<file path="config.mk">
export PLATFORM = sky130hd
export DESIGN_NAME = multicycle_cpu
export DESIGN_NICKNAME = d
export VERILOG_FILES = /design/src/rtl/multicycle_cpu.sv
export SDC_FILE = /design/constraint.sdc
export NUM_CORES = 1
export LEC_CHECK = 0
export CAP_MARGIN = 40
export CORE_MARGIN = 2
export CORE_UTILIZATION = 37
export CTS_CLUSTER_DIAMETER = 30
export CTS_CLUSTER_SIZE = 10
export DETAILED_ROUTE_END_ITERATION = 10
export PLACE_DENSITY_LB_ADDON = 0.3
export SYNTH_ARGS = -nofsm -noshare
export SYNTH_HDL_FRONTEND = slang
export SYNTH_SLANG_ARGS = --single-unit
</file>
<file path="constraint.sdc">
create_clock -name clk -period 5.9 [get_ports clk]
set_input_delay 1.77 -clock clk [delete_from_list [all_inputs] [get_ports clk]]
set_output_delay 1.77 -clock clk [all_outputs]
set_load 0.005 [all_outputs]
</file>
<file path="src/rtl/multicycle_cpu.sv">
// Multicycle FSM core: parametrised register file, internal data memory,
// valid/ready instruction intake, ALU/LOAD/STORE/NOP classes.
module multicycle_cpu #(
    parameter int unsigned DATA_WIDTH = 8,
    parameter int unsigned ADDR_BITS  = 5,
    parameter int unsigned REG_BITS   = 2,
    localparam int unsigned NUM_REGS    = 2**REG_BITS,
    localparam int unsigned INSTR_WIDTH = 14 + 3*REG_BITS
) (
    input  logic                           clk,
    input  logic                           rst,
    input  logic                           instr_valid,
    input  logic [INSTR_WIDTH-1:0]         instr,
    output logic                           instr_ready,
    output logic                           done,
    output logic                           illegal,
    output logic                           zero_flag,
    output logic                           carry_flag,
    output logic [NUM_REGS*DATA_WIDTH-1:0] regs_flat,
    input  logic [ADDR_BITS-1:0]           dbg_addr,
    output logic [DATA_WIDTH-1:0]          dbg_data
);

    localparam int unsigned MEM_DEPTH = 2**ADDR_BITS;
    localparam int unsigned DW1       = DATA_WIDTH + 1;
    localparam int unsigned SUM_W     = ((DATA_WIDTH > 8) ? DATA_WIDTH : 8) + 1;

    localparam logic [1:0] CLS_ALU   = 2'b01;
    localparam logic [1:0] CLS_LOAD  = 2'b10;
    localparam logic [1:0] CLS_STORE = 2'b11;

    localparam logic [3:0] F_ADD  = 4'd0;
    localparam logic [3:0] F_SUB  = 4'd1;
    localparam logic [3:0] F_AND  = 4'd2;
    localparam logic [3:0] F_OR   = 4'd3;
    localparam logic [3:0] F_XOR  = 4'd4;
    localparam logic [3:0] F_SHL  = 4'd5;
    localparam logic [3:0] F_SHR  = 4'd6;
    localparam logic [3:0] F_ADDI = 4'd7;

    typedef enum logic [2:0] {
        S_IDLE,
        S_DECODE,
        S_EXEC,
        S_MEM,
        S_WB
    } state_t;

    state_t                  r_state;
    logic [INSTR_WIDTH-1:0]  r_ir;
    logic [DATA_WIDTH-1:0]   r_a;
    logic [DATA_WIDTH-1:0]   r_b;
    logic [DATA_WIDTH-1:0]   r_s;
    logic [DATA_WIDTH-1:0]   r_r;
    logic [ADDR_BITS-1:0]    r_addr;
    logic [DATA_WIDTH-1:0]   r_regs [NUM_REGS];
    logic [DATA_WIDTH-1:0]   r_mem  [MEM_DEPTH];
    logic                    r_ready;
    logic                    r_done;
    logic                    r_illegal;
    logic                    r_zero;
    logic                    r_carry;

    logic [1:0]              w_cls;
    logic [REG_BITS-1:0]     w_x1;
    logic [REG_BITS-1:0]     w_x2;
    logic [REG_BITS-1:0]     w_x3;
    logic [7:0]              w_imm;
    logic [3:0]              w_func;
    logic [DATA_WIDTH-1:0]   w_imm_ext;
    logic [SUM_W-1:0]        w_ea_sum;
    logic [ADDR_BITS-1:0]    w_ea;
    logic [DATA_WIDTH-1:0]   w_alu_res;
    logic                    w_alu_carry;
    logic                    w_alu_legal;

    assign w_cls     = r_ir[INSTR_WIDTH-1 -: 2];
    assign w_x1      = r_ir[INSTR_WIDTH-3 -: REG_BITS];
    assign w_x2      = r_ir[INSTR_WIDTH-3-REG_BITS -: REG_BITS];
    assign w_x3      = r_ir[INSTR_WIDTH-3-2*REG_BITS -: REG_BITS];
    assign w_imm     = r_ir[11:4];
    assign w_func    = r_ir[3:0];
    assign w_imm_ext = DATA_WIDTH'(w_imm);

    // Effective address wraps modulo the memory depth
    assign w_ea_sum = SUM_W'(r_a) + SUM_W'(w_imm);
    assign w_ea     = ADDR_BITS'(w_ea_sum);

    // ALU on latched operands; carry carries borrow / shifted-out bit
    always_comb begin
        w_alu_res   = '0;
        w_alu_carry = 1'b0;
        w_alu_legal = 1'b1;
        case (w_func)
            F_ADD:  {w_alu_carry, w_alu_res} = DW1'(r_a) + DW1'(r_b);
            F_SUB:  begin
                w_alu_res   = r_a - r_b;
                w_alu_carry = (r_a < r_b);
            end
            F_AND:  w_alu_res = r_a & r_b;
            F_OR:   w_alu_res = r_a | r_b;
            F_XOR:  w_alu_res = r_a ^ r_b;
            F_SHL:  begin
                w_alu_res   = {r_a[DATA_WIDTH-2:0], 1'b0};
                w_alu_carry = r_a[DATA_WIDTH-1];
            end
            F_SHR:  begin
                w_alu_res   = {1'b0, r_a[DATA_WIDTH-1:1]};
                w_alu_carry = r_a[0];
            end
            F_ADDI: {w_alu_carry, w_alu_res} = DW1'(r_a) + DW1'(w_imm_ext);
            default: w_alu_legal = 1'b0;
        endcase
    end

    always_ff @(posedge clk) begin
        if (rst) begin
            r_state   <= S_IDLE;
            r_ir      <= '0;
            r_a       <= '0;
            r_b       <= '0;
            r_s       <= '0;
            r_r       <= '0;
            r_addr    <= '0;
            r_ready   <= 1'b1;
            r_done    <= 1'b0;
            r_illegal <= 1'b0;
            r_zero    <= 1'b0;
            r_carry   <= 1'b0;
            for (int i = 0; i < NUM_REGS; i++) begin
                r_regs[i] <= DATA_WIDTH'(i);
            end
            for (int j = 0; j < MEM_DEPTH; j++) begin
                r_mem[j] <= '0;
            end
        end else begin
            r_done    <= 1'b0;
            r_illegal <= 1'b0;
            case (r_state)
                S_IDLE: begin
                    if (instr_valid) begin
                        r_ir    <= instr;
                        r_ready <= 1'b0;
                        r_state <= S_DECODE;
                    end
                end
                // Operands latched here make X1 aliasing X2/X3 harmless
                S_DECODE: begin
                    r_a     <= r_regs[w_x2];
                    r_b     <= r_regs[w_x3];
                    r_s     <= r_regs[w_x1];
                    r_state <= S_EXEC;
                end
                S_EXEC: begin
                    case (w_cls)
                        CLS_ALU: begin
                            r_r <= w_alu_res;
                            if (w_alu_legal) begin
                                r_zero  <= (w_alu_res == '0);
                                r_carry <= w_alu_carry;
                            end
                            r_state <= S_WB;
                        end
                        CLS_LOAD, CLS_STORE: begin
                            r_addr  <= w_ea;
                            r_state <= S_MEM;
                        end
                        default: r_state <= S_WB;
                    endcase
                end
                S_MEM: begin
                    if (w_cls == CLS_STORE) begin
                        r_mem[r_addr] <= r_s;
                    end else begin
                        r_r <= r_mem[r_addr];
                    end
                    r_state <= S_WB;
                end
                S_WB: begin
                    if (((w_cls == CLS_ALU) && w_alu_legal) || (w_cls == CLS_LOAD)) begin
                        r_regs[w_x1] <= r_r;
                    end
                    r_done    <= 1'b1;
                    r_illegal <= (w_cls == CLS_ALU) && !w_alu_legal;
                    r_ready   <= 1'b1;
                    r_state   <= S_IDLE;
                end
                default: begin
                    r_ready <= 1'b1;
                    r_state <= S_IDLE;
                end
            endcase
        end
    end

    assign instr_ready = r_ready;
    assign done        = r_done;
    assign illegal     = r_illegal;
    assign zero_flag   = r_zero;
    assign carry_flag  = r_carry;
    assign dbg_data    = r_mem[dbg_addr];

    for (genvar g = 0; g < NUM_REGS; g++) begin : g_flat
        assign regs_flat[g*DATA_WIDTH +: DATA_WIDTH] = r_regs[g];
    end

endmodule

</file>
==> results.json, run 1 <==
{
  "finalSetupViolCount": 0,
  "routed-wl-met2_um": 27200,
  "design_area_um2": 24100,
  "synth_xor_area_share_pct": 0.308,
  "rows": 85,
  "track_usage_pct": 21.6,
  "syn_nets": 1570,
  "synth_edf_count": 288,
  "diodes": 0,
  "avgViaCountPerCell": 5.78,
  "htree_num_levels": 3,
  "max_freq_ghz": 0.174,
  "maxCapViolations": 0,
  "ff2ff_setup_slack_ns": 2.22,
  "avgRoutedWirePerCell_um": 25.1,
  "outcome": "completed",
  "synthMuxAreaShare_pct": 22.7,
  "async_reset_ff_share_pct": 0,
  "ys_types": 66,
  "drive_gt1_share_pct": 24.1,
  "holdPathStages": 2,
  "cp-start-kind": "input pin",
  "slowest_delay_ns": 0.54,
  "cp_data_arrival_time_ns": 3.99,
  "synth_cells": 1506,
  "dp_cells": 2205,
  "synthFlopType": "edfxtp_1",
  "gp_congestion": 0.958,
  "synth_seq_cells": 358,
  "cts.sinks": 358,
  "synth_simple_gate_area_share_pct": 15.8,
  "grt_overflow": 0,
  "detailed_place_hpwl_um": 42400,
  "r2r-start": "r_a[1]$_SDFFE_PP0P_",
  "cts.clk_slew.worst_paths_ns": 0.04,
  "wl_met1_um": 24900,
  "worstHoldEndpoint": "r_ir[4]$_SDFFE_PP0P_",
  "clk-insertion-delay-late_ns": 0.61,
  "period_needed_ns": 5.76,
  "firstDrtPassIters": 5,
  "die_w_um": 236,
  "setup_tns_ns": 0,
  "grt_pass1_vias": 13400,
  "grt_pass1_wl_um": 89300,
  "synth_seq_area_share_pct": 50.5,
  "dr_total_vias": 13600,
  "io_pins": 73,
  "end_kind": "output pin",
  "grt_max_degree": 53,
  "worst-setup-path-type": "input pin to output pin",
  "synth_top_family_by_area": "multiplexers",
  "syn_to_final_growth_pct": 21.3,
  "final_cell_mix": "edfxtp_1, and2_1, mux4_2",
  "cts_buffers": 79,
  "cts_hold_buf": 0,
  "setup_ws_ns": 0.136,
  "r2r-end": "r_r[5]$_SDFFE_PP0P_",
  "die_h_um": 236,
  "powerDensity_nw_per_um2": 329,
  "p_leak_nw": 8.47,
  "crit_start": "dbg_addr[0]",
  "hold_path_startpoint": "r_ir[4]$_SDFFE_PP0P_",
  "rr_worst_depth": 9,
  "crit_required_ns": 4.13,
  "layout_commonest_cell": "edfxtp_1",
  "min_period_over_period_pct": 97.7,
  "dp_slack_ns": 0.131,
  "core-area_um2": 53500,
  "finalPower_mw": 7.94,
  "drc": 0,
  "syn-mean-instance-area_um2": 13.2,
  "clock_path_buffers": 3,
  "yosys_warnings": 0,
  "cts_tree": "done",
  "nets": 1654,
  "cts.repair.resized": 0,
  "critical-path-slowest-cell": "mux4_2",
  "worst_pin_slew_ns": 0.926,
  "hold_violations": 0,
  "slew_violations": 0,
  "ant_nets": 0,
  "synth_compound_area_share_pct": 5.29,
  "antenna_found_initial": 0,
  "critPathMaxFanout": 27,
  "finClkSkew_ns": 0.0450,
  "crit_top_cell": "mux4_2",
  "synth_area_um2": 19900,
  "dieArea_um2": 55700,
  "fillCellCount": 4714,
  "wl_met3_um": 5050,
  "post_dp_cell_area_um2": 21400,
  "worstPathCellList": "buf_4, buf_12, mux4_2, mux4_2, mux2_2, clkdlybuf4s50_1",
  "synthAdderAreaFrac_pct": 2.38,
  "finalNonFillerCells": 2350,
  "dr.max_layer_used": "met4",
  "ir_drop_uv": 214,
  "drt_iter0_markers": 1515,
  "start_util_pct": 37.2,
  "portBuffers": 72,
  "wl_um": 59100,
  "relSlewSlack_pct": 38.2,
  "post-cts-setup-buffers": 0,
  "rsz0062_at_grt": "no",
  "cts-root-buf": "clkbuf_16",
  "hold_class": "flop to flop"
}
## sequential cells by signal (all words and copies together), names as in the netlist, named ones only
register and cells:
zero_flag 1, illegal 1, r_mem 256, r_regs 32
r_b 8, r_ir 20, r_addr 5, instr_ready 1
r_a 8, r_s 8, done 1, carry_flag 1
r_r 8, r_state 3
## report_power, final
part           total [mW]  internal [mW]  switching [mW]
combinational       0.563          0.277           0.286
clock                4.43           2.96            1.47
sequential           2.95           2.82           0.130
## metrics by stage
step | util (%) | hold WS, ns
2_1_floorplan | - | 0.441
5_1_grt | 45.1 | 0.475
3_3_place_gp | 39.8 | 0.452
4_1_cts | 45.1 | 0.468
6_report | 45.1 | 0.467
3_5_place_dp | 40.1 | 0.459
## worst max path at each step
stage,cells past startpoint,slack [ns],endpoint
after floorplan,5,0.42,dbg_data[0]
after detailed placement,6,0.13,dbg_data[7]
after global placement,6,0.15,dbg_data[7]
final,6,0.14,dbg_data[7]
after global routing,6,0.07,dbg_data[7]
after CTS,6,0.12,dbg_data[7]
## per-layer routing
layer | track usage [%] | vias to the layer above
met5 | 0 | -
met4 | 8.03 | 0
met3 | 4.97 | 119
met2 | 33.1 | 647
met1 | 30.0 | 6927
li1 | - | 5895
## Yosys cell counts (4+ instances only)
| library cell | number | area share, % |
|---|---|---|
| nand2b_1 | 17 | 0.53 |
| ha_1 | 33 | 2.1 |
| mux2i_1 | 22 | 1.1 |
| clkbuf_1 | 87 | 1.6 |
| buf_2 | 17 | 0.43 |
| mux4_2 | 186 | 21 |
| and3_1 | 9 | 0.28 |
| nor3_1 | 21 | 0.53 |
| nand3_1 | 11 | 0.28 |
| nor3b_1 | 5 | 0.19 |
| a22oi_1 | 5 | 0.19 |
| a211oi_1 | 7 | 0.26 |
| edfxtp_1 | 288 | 43 |
| o21ai_0 | 40 | 1.0 |
| nand3b_1 | 5 | 0.19 |
| o211ai_1 | 4 | 0.15 |
| mux2_2 | 10 | 0.57 |
| dfxtp_1 | 70 | 7.0 |
| nor2_1 | 63 | 1.2 |
| a21oi_1 | 61 | 1.5 |
| nand2_1 | 108 | 2.0 |
| nor4_1 | 6 | 0.19 |
| buf_1 | 10 | 0.19 |
| or2_2 | 12 | 0.38 |
| a21o_1 | 4 | 0.15 |
| nor2b_1 | 14 | 0.44 |
| inv_1 | 32 | 0.60 |
| xnor2_1 | 5 | 0.22 |
| o22ai_1 | 6 | 0.19 |
| and2_1 | 283 | 8.9 |
| a221oi_1 | 5 | 0.22 |
## final cells by class
cell class | count | area, um2 | area share (%)
clock buffer | 93 | 2100 | 8.71
clock inverter | 52 | 609 | 2.52
inverter | 32 | 120 | 0.497
multi-input combinational | 999 | 9260 | 38.3
sequential | 358 | 10100 | 41.7
tap | 696 | 871 | 3.61
timing repair buffer | 120 | 1120 | 4.64
## worst max-delay path, delay by kind of cell
family                 cells  cell delay, ns
buffers and inverters      3            0.86
muxes                      3            1.34
## logic make-up after synthesis
logic type | count (synthesis)
AND/OR/NAND/NOR | 570
flip-flops | 358
multiplexers | 218
AO/OA/AOI/OAI | 168
buffers and inverters | 149
adder cells (fa/ha/maj) | 36
XOR/XNOR | 7
Note: power is estimated with default switching activity, not from simulation.
==> inputs of run 2 (changes only) <==
- HOLD_SLACK_MARGIN: not set -> 0.02
==> results of run 2 <==
The final DEF is identical to that of run 1; final timing and power are the same.
